### src/rtl/bus_pkg.sv
// Shared bus definitions: arbiter state encoding and default sizing constants.
package bus_pkg;

    typedef enum logic [1:0] {
        IDLE    = 2'd0,
        GRANT   = 2'd1,
        RELEASE = 2'd2
    } state_t;

    localparam int N_REQ_DEF    = 4;
    localparam int MAX_HOLD_DEF = 8;
    localparam int BUS_W        = 16;

endpackage

### src/rtl/rr_pick.sv
// Rotating-priority encoder: first set req bit scanning ptr+1, ptr+2, ... modulo N_REQ.
module rr_pick #(
    parameter int N_REQ = 4,
    parameter int OW    = $clog2(N_REQ)
) (
    input  logic [N_REQ-1:0] req,
    input  logic [OW-1:0]    ptr,
    output logic             valid,
    output logic [OW-1:0]    sel
);

    logic [OW-1:0] idx;

    always_comb begin
        valid = 1'b0;
        sel   = '0;
        idx   = '0;
        for (int i = 1; i <= N_REQ; i++) begin
            idx = OW'((int'(ptr) + i) % N_REQ);
            if (!valid && req[idx]) begin
                valid = 1'b1;
                sel   = idx;
            end
        end
    end

endmodule

### src/rtl/bus_arbiter.sv
// Round-robin owner arbiter for the shared tri-state data bus, with a hold
// timeout and one turnaround cycle between owners.
//
// state   | meaning
// IDLE    | bus free, arbitrate among pending requests
// GRANT   | one requester owns the bus, hold counter running
// RELEASE | turnaround cycle, no driver enabled, requests ignored
module bus_arbiter
    import bus_pkg::*;
#(
    parameter int N_REQ    = N_REQ_DEF,
    parameter int MAX_HOLD = MAX_HOLD_DEF,
    parameter int OW       = $clog2(N_REQ)
) (
    input  logic             clk,
    input  logic             RST,
    input  logic [N_REQ-1:0] req,
    input  logic [N_REQ-1:0] done,
    output logic [N_REQ-1:0] gnt,
    output logic [OW-1:0]    owner,
    output logic             busy,
    output logic             timeout
);

    localparam int            CW        = $clog2(MAX_HOLD);
    localparam logic [CW-1:0] HOLD_LAST = CW'(MAX_HOLD - 1);
    localparam logic [OW-1:0] PTR_RST   = OW'(N_REQ - 1);

    state_t            state_q, state_d;
    logic [OW-1:0]     ptr_q, ptr_d;
    logic [CW-1:0]     cnt_q, cnt_d;
    logic [N_REQ-1:0]  gnt_d;
    logic [OW-1:0]     owner_d;
    logic              busy_d;
    logic              timeout_d;

    logic              pick_valid;
    logic [OW-1:0]     pick_sel;
    logic              own_done;
    logic              own_req;
    logic              expire;

    rr_pick #(
        .N_REQ (N_REQ),
        .OW    (OW)
    ) u_pick (
        .req   (req),
        .ptr   (ptr_q),
        .valid (pick_valid),
        .sel   (pick_sel)
    );

    assign own_done = done[owner];
    assign own_req  = req[owner];
    assign expire   = (cnt_q == HOLD_LAST);

    always_ff @(posedge clk) begin
        if (RST) begin
            state_q <= IDLE;
            ptr_q   <= PTR_RST;
            cnt_q   <= '0;
            gnt     <= '0;
            owner   <= '0;
            busy    <= 1'b0;
            timeout <= 1'b0;
        end else begin
            state_q <= state_d;
            ptr_q   <= ptr_d;
            cnt_q   <= cnt_d;
            gnt     <= gnt_d;
            owner   <= owner_d;
            busy    <= busy_d;
            timeout <= timeout_d;
        end
    end

    always_comb begin
        state_d   = state_q;
        ptr_d     = ptr_q;
        cnt_d     = cnt_q;
        gnt_d     = gnt;
        owner_d   = owner;
        busy_d    = busy;
        timeout_d = 1'b0;

        unique case (state_q)
            IDLE: begin
                gnt_d  = '0;
                busy_d = 1'b0;
                if (pick_valid) begin
                    gnt_d           = '0;
                    gnt_d[pick_sel] = 1'b1;
                    owner_d         = pick_sel;
                    busy_d          = 1'b1;
                    cnt_d           = '0;
                    state_d         = GRANT;
                end
            end

            GRANT: begin
                cnt_d = cnt_q + 1'b1;
                if (own_done || !own_req || expire) begin
                    // A completion or withdrawal in the expiry cycle wins over the timeout.
                    timeout_d = expire && !own_done && own_req;
                    gnt_d     = '0;
                    busy_d    = 1'b0;
                    ptr_d     = owner;
                    cnt_d     = '0;
                    state_d   = RELEASE;
                end
            end

            RELEASE: begin
                gnt_d   = '0;
                busy_d  = 1'b0;
                state_d = IDLE;
            end

            default: begin
                gnt_d   = '0;
                busy_d  = 1'b0;
                state_d = IDLE;
            end
        endcase
    end

endmodule

### config.mk
export PLATFORM = sky130hd
export DESIGN_NAME = bus_arbiter
export DESIGN_NICKNAME = d
export VERILOG_FILES = /design/src/rtl/bus_pkg.sv /design/src/rtl/rr_pick.sv /design/src/rtl/bus_arbiter.sv
export SDC_FILE = /design/constraint.sdc
export NUM_CORES = 1
export LEC_CHECK = 0
export ABC_CLOCK_PERIOD_IN_PS = 1830
export BUFFER_PORTS_ARGS = -buffer_cell sky130_fd_sc_hd__buf_2
export CAP_MARGIN = 20
export CORE_MARGIN = 4
export CORE_UTILIZATION = 30
export CTS_BUF_LIST = sky130_fd_sc_hd__clkbuf_4 sky130_fd_sc_hd__clkbuf_8
export DETAILED_ROUTE_END_ITERATION = 10
export PLACE_DENSITY = 0.49
export SYNTH_ARGS = -nofsm -noshare
export SYNTH_HDL_FRONTEND = slang
export SYNTH_SLANG_ARGS = --single-unit
### constraint.sdc
create_clock -name clk -period 1.83 [get_ports clk]
set_clock_uncertainty 0.2 [all_clocks]
set_input_delay 0 -clock clk [delete_from_list [all_inputs] [get_ports clk]]
set_output_delay 0 -clock clk [all_outputs]
set_load 0.005 [all_outputs]
==> summary.md <==
| Metric | Value |
|---|---|
| Clock sinks | `15` |
| R2R Setup Slk | `0.13 ns` |
| Tmin final | `1.699 ns` |
| Least-Margin Pin Slew | `about 0.54 ns` |
| Critical path endpoint | `cnt_q[0]$_SDFFE_PP0P_` |
| Row cnt | `17` |
| Cell Count, Final, Fillers Out | `130` |
| DR vias | `654` |
| Max-cap violation count | `0` |
| Largest net degree at the start of global routing | `12` |
| Syn Nets | `92` |
| # port buffers | `17` |
| Vias in the first global route | `634` |
| Post-synth design cell area | `753.2 µm²` |
| Die area | `0.003376 mm²` |
| Worst-case clock buffer depth | `2` |
| Final hold viol count | `0` |
| Yosys reg bits | `15` |
| Cells after DPL | `125` |
| First-pass GRT wire length | `2753 µm` |
| Post-route setup TNS | `0 ns` |
| Worst VDD drop | `0.0004975 V` |
| Starting Density | `32.79%` |
| DRC viols | `0` |
| Layout cell share with drive strength beyond 1 | `30.39%` |
| Mean Syn Cell Area | `about 9.4 µm²` |
| WL/cell | `12.48 µm` |
| Sw Ratio | `29.13%` |
| Net Switching | `228.3 µW` |
| Commonest non-fill, non-tap cell in the layout | `buf_2` |
| Worst Reg-to-Reg Cells | `4` |
| Initial DRC Count | `9` |
| Tcrit/Tclk final | `between 90% and 100%` |
| CTS tree | `done` |
| Global Route Usage Sum | `10.50%` |
| Total grt overflow | `0` |
| WS Path Type | `reg -> reg` |
| Combinational power share | `24.5%` |
| Critical Path RT | `1.86 ns` |
| Post-layout util | `40.20%` |
| CTS HTree Levels | `1` |
| Die height | `58.11 µm` |
| Area Overhead vs Synth | `22.59%` |
| Reg2reg start | `owner[1]$_SDFFE_PP0P_` |
| Worst r2r dst | `cnt_q[0]$_SDFFE_PP0P_` |
| Pwr dens | `848.8 mW/mm²` |
| Final Slew Violations | `0` |
| Clock share of power | `25.4%` |
| Core Box Area | `0.002297 mm²` |
| Relative slew margins | `between 60% and 70%` |
| Root buffer cell | `clkbuf_4` |
| Achievable Freq | `588.5 MHz` |
| Crit-path max FO | `8` |
| CP startpoint | `owner[1]$_SDFFE_PP0P_` |
| Num CTS Buffers | `3` |
| Sequential share of power | `about 50%` |
| RePlAce Congestion | `0.7277` |
| CP startpoint kind | `flop` |
| Total wire length | `approximately 1600 µm` |
| Antenna violations before repair | `0` |
| NumNets Final | `115` |
| Status | `complete, no violations` |
| Filler cells | `approximately 240` |
| Hpwl dp | `around 1300 µm` |
| Final antenna diode count | `0` |
| Distinct cells, synth | `37` |
| Most frequently used flop master after synthesis | `dfxtp_1` |
| EDFF count, synth | `0` |
| Clock insertion delay at the later pin of the skew report | `0.28 ns` |
| Register area share after synthesis | `39.87%` |
| Top Ports | `18` |
| Synth Instances | `80` |
| Hold Path Class | `in -> reg` |
| Synth warn | `0` |
| Critical path arrival | `1.73 ns` |
| Horiz. Die Dim | `58.11 µm` |
| RSZ-0062 raised after global routing | `no` |
| Leakage | `~0.0004 µW` |
| Drt pass-1 iters | `4` |
| Crit end category | `flop` |
| Pint | `555.4 µW` |
| Most frequent cells in the layout | `17 x buf_2, 15 x dfxtp_1, 6 x nand2b_1, 5 x a21oi_1` |
| Final setup viols | `0` |
| Async S/R FF share, synth | `0%` |
| Routed Antenna Nets | `0` |
| Clk pin slew, worst setup/hold paths | `0.08 ns` |
| Via density | `5.031` |
| Total power | `783.7 µW` |
==> repair_timing <==
item	in CTS	in global routing
setup buffers	0	0
hold endpoints to repair	7	0
resized for setup	0	2
hold buffers	1	0
endpoints found under the setup margin	0	8
==> cell usage after synthesis (2+ instances only) <==
library cell	instances	share of area, %
a211oi_1	2	2.0
dfxtp_1	15	40
a21oi_1	5	3.3
inv_1	3	1.5
nor2b_1	2	1.7
a22o_1	3	3.5
o21ai_0	2	1.3
nor3_1	5	3.3
nor2_1	4	2.0
nor4_1	4	3.3
mux2i_1	2	2.7
ha_1	2	3.3
nand2b_1	6	5.0
nand3b_1	2	2.0
==> per-layer routing <==
metal / global-route usage (%) / vias up / share of wire, %
met5: 0 / - / 0
met2: 15.00 / 19 / 42
met4: 1.987 / 0 / 0.49
li1: - / 341 / -
met1: 14.48 / 292 / 50
met3: 4.900 / 2 / 6.7
==> worst max-delay path, cell delays in order (launching register included) <==
cell and delay [ns]:
dfxtp_1 0.36, inv_2 0.10, mux4_2 0.57, nor2b_4 0.24
mux2_2 0.18
==> sequential cells by signal, indices dropped and copies added, names as in the netlist <==
| name | count |
|---|---|
| timeout | 1 |
| cnt_q | 3 |
| owner | 2 |
| state_q | 2 |
| gnt | 4 |
| busy | 1 |
| ptr_q | 2 |
==> worst min path at each step <==
stage,startpoint,end,slack [ns],depth (start not counted)
final,done[2],ptr_q[0]$_SDFFE_PP1P_,0.04,5
after global routing,req[2],ptr_q[0]$_SDFFE_PP1P_,0.1,5
after CTS,req[2],ptr_q[0]$_SDFFE_PP1P_,0.04,5
after detailed placement,RST,owner[1]$_SDFFE_PP0P_,0.12,2
after global placement,RST,owner[1]$_SDFFE_PP0P_,0.12,2
after floorplan,RST,gnt[3]$_SDFFE_PP0P_,0.003,3
==> cells by family after synthesis <==
| kind of cell | share of synthesized area, % |
|---|---|
| compound gates | 20.10 |
| fa+ha+maj | 3.322 |
| buf+inv | 3.986 |
| flops | 39.87 |
| mux | 7.143 |
| simple gates | 25.58 |
==> per-stage QoR <==
stage	instance area, µm²	worst slack (ns)	hold WS, ns
after global placement	873.3	0.08650	0.1168
after floorplan	753.2	0.2386	0.003143
final	923.4	0.1306	0.03646
after global routing	923.4	0.02557	0.09982
after CTS	913.4	0.02146	0.03825
after detailed placement	873.3	0.04172	0.1188
==> power by group through the flow <==
stage	clock network [µW]	registers, µW	logic (µW)
final	199	393	192
after global routing	225	398	216
after CTS	212	393	189
after detailed placement	0	400	187
after global placement	0	399	189
after floorplan	0	396	124
==> area by class of cell <==
class / instances / area (µm²) / area share [%]
Inverter: 4 / 15.01 / 1.626
Sequential cell: 15 / 300.3 / 32.52
Timing Repair Buffer: 20 / 110.1 / 11.92
Clock buffer: 4 / 30.03 / 3.252
Multi-Input combinational cell: 59 / 432.9 / 46.88
Tap cell: 28 / 35.03 / 3.794
No activity file was read; power rests on OpenSTA's default activity.
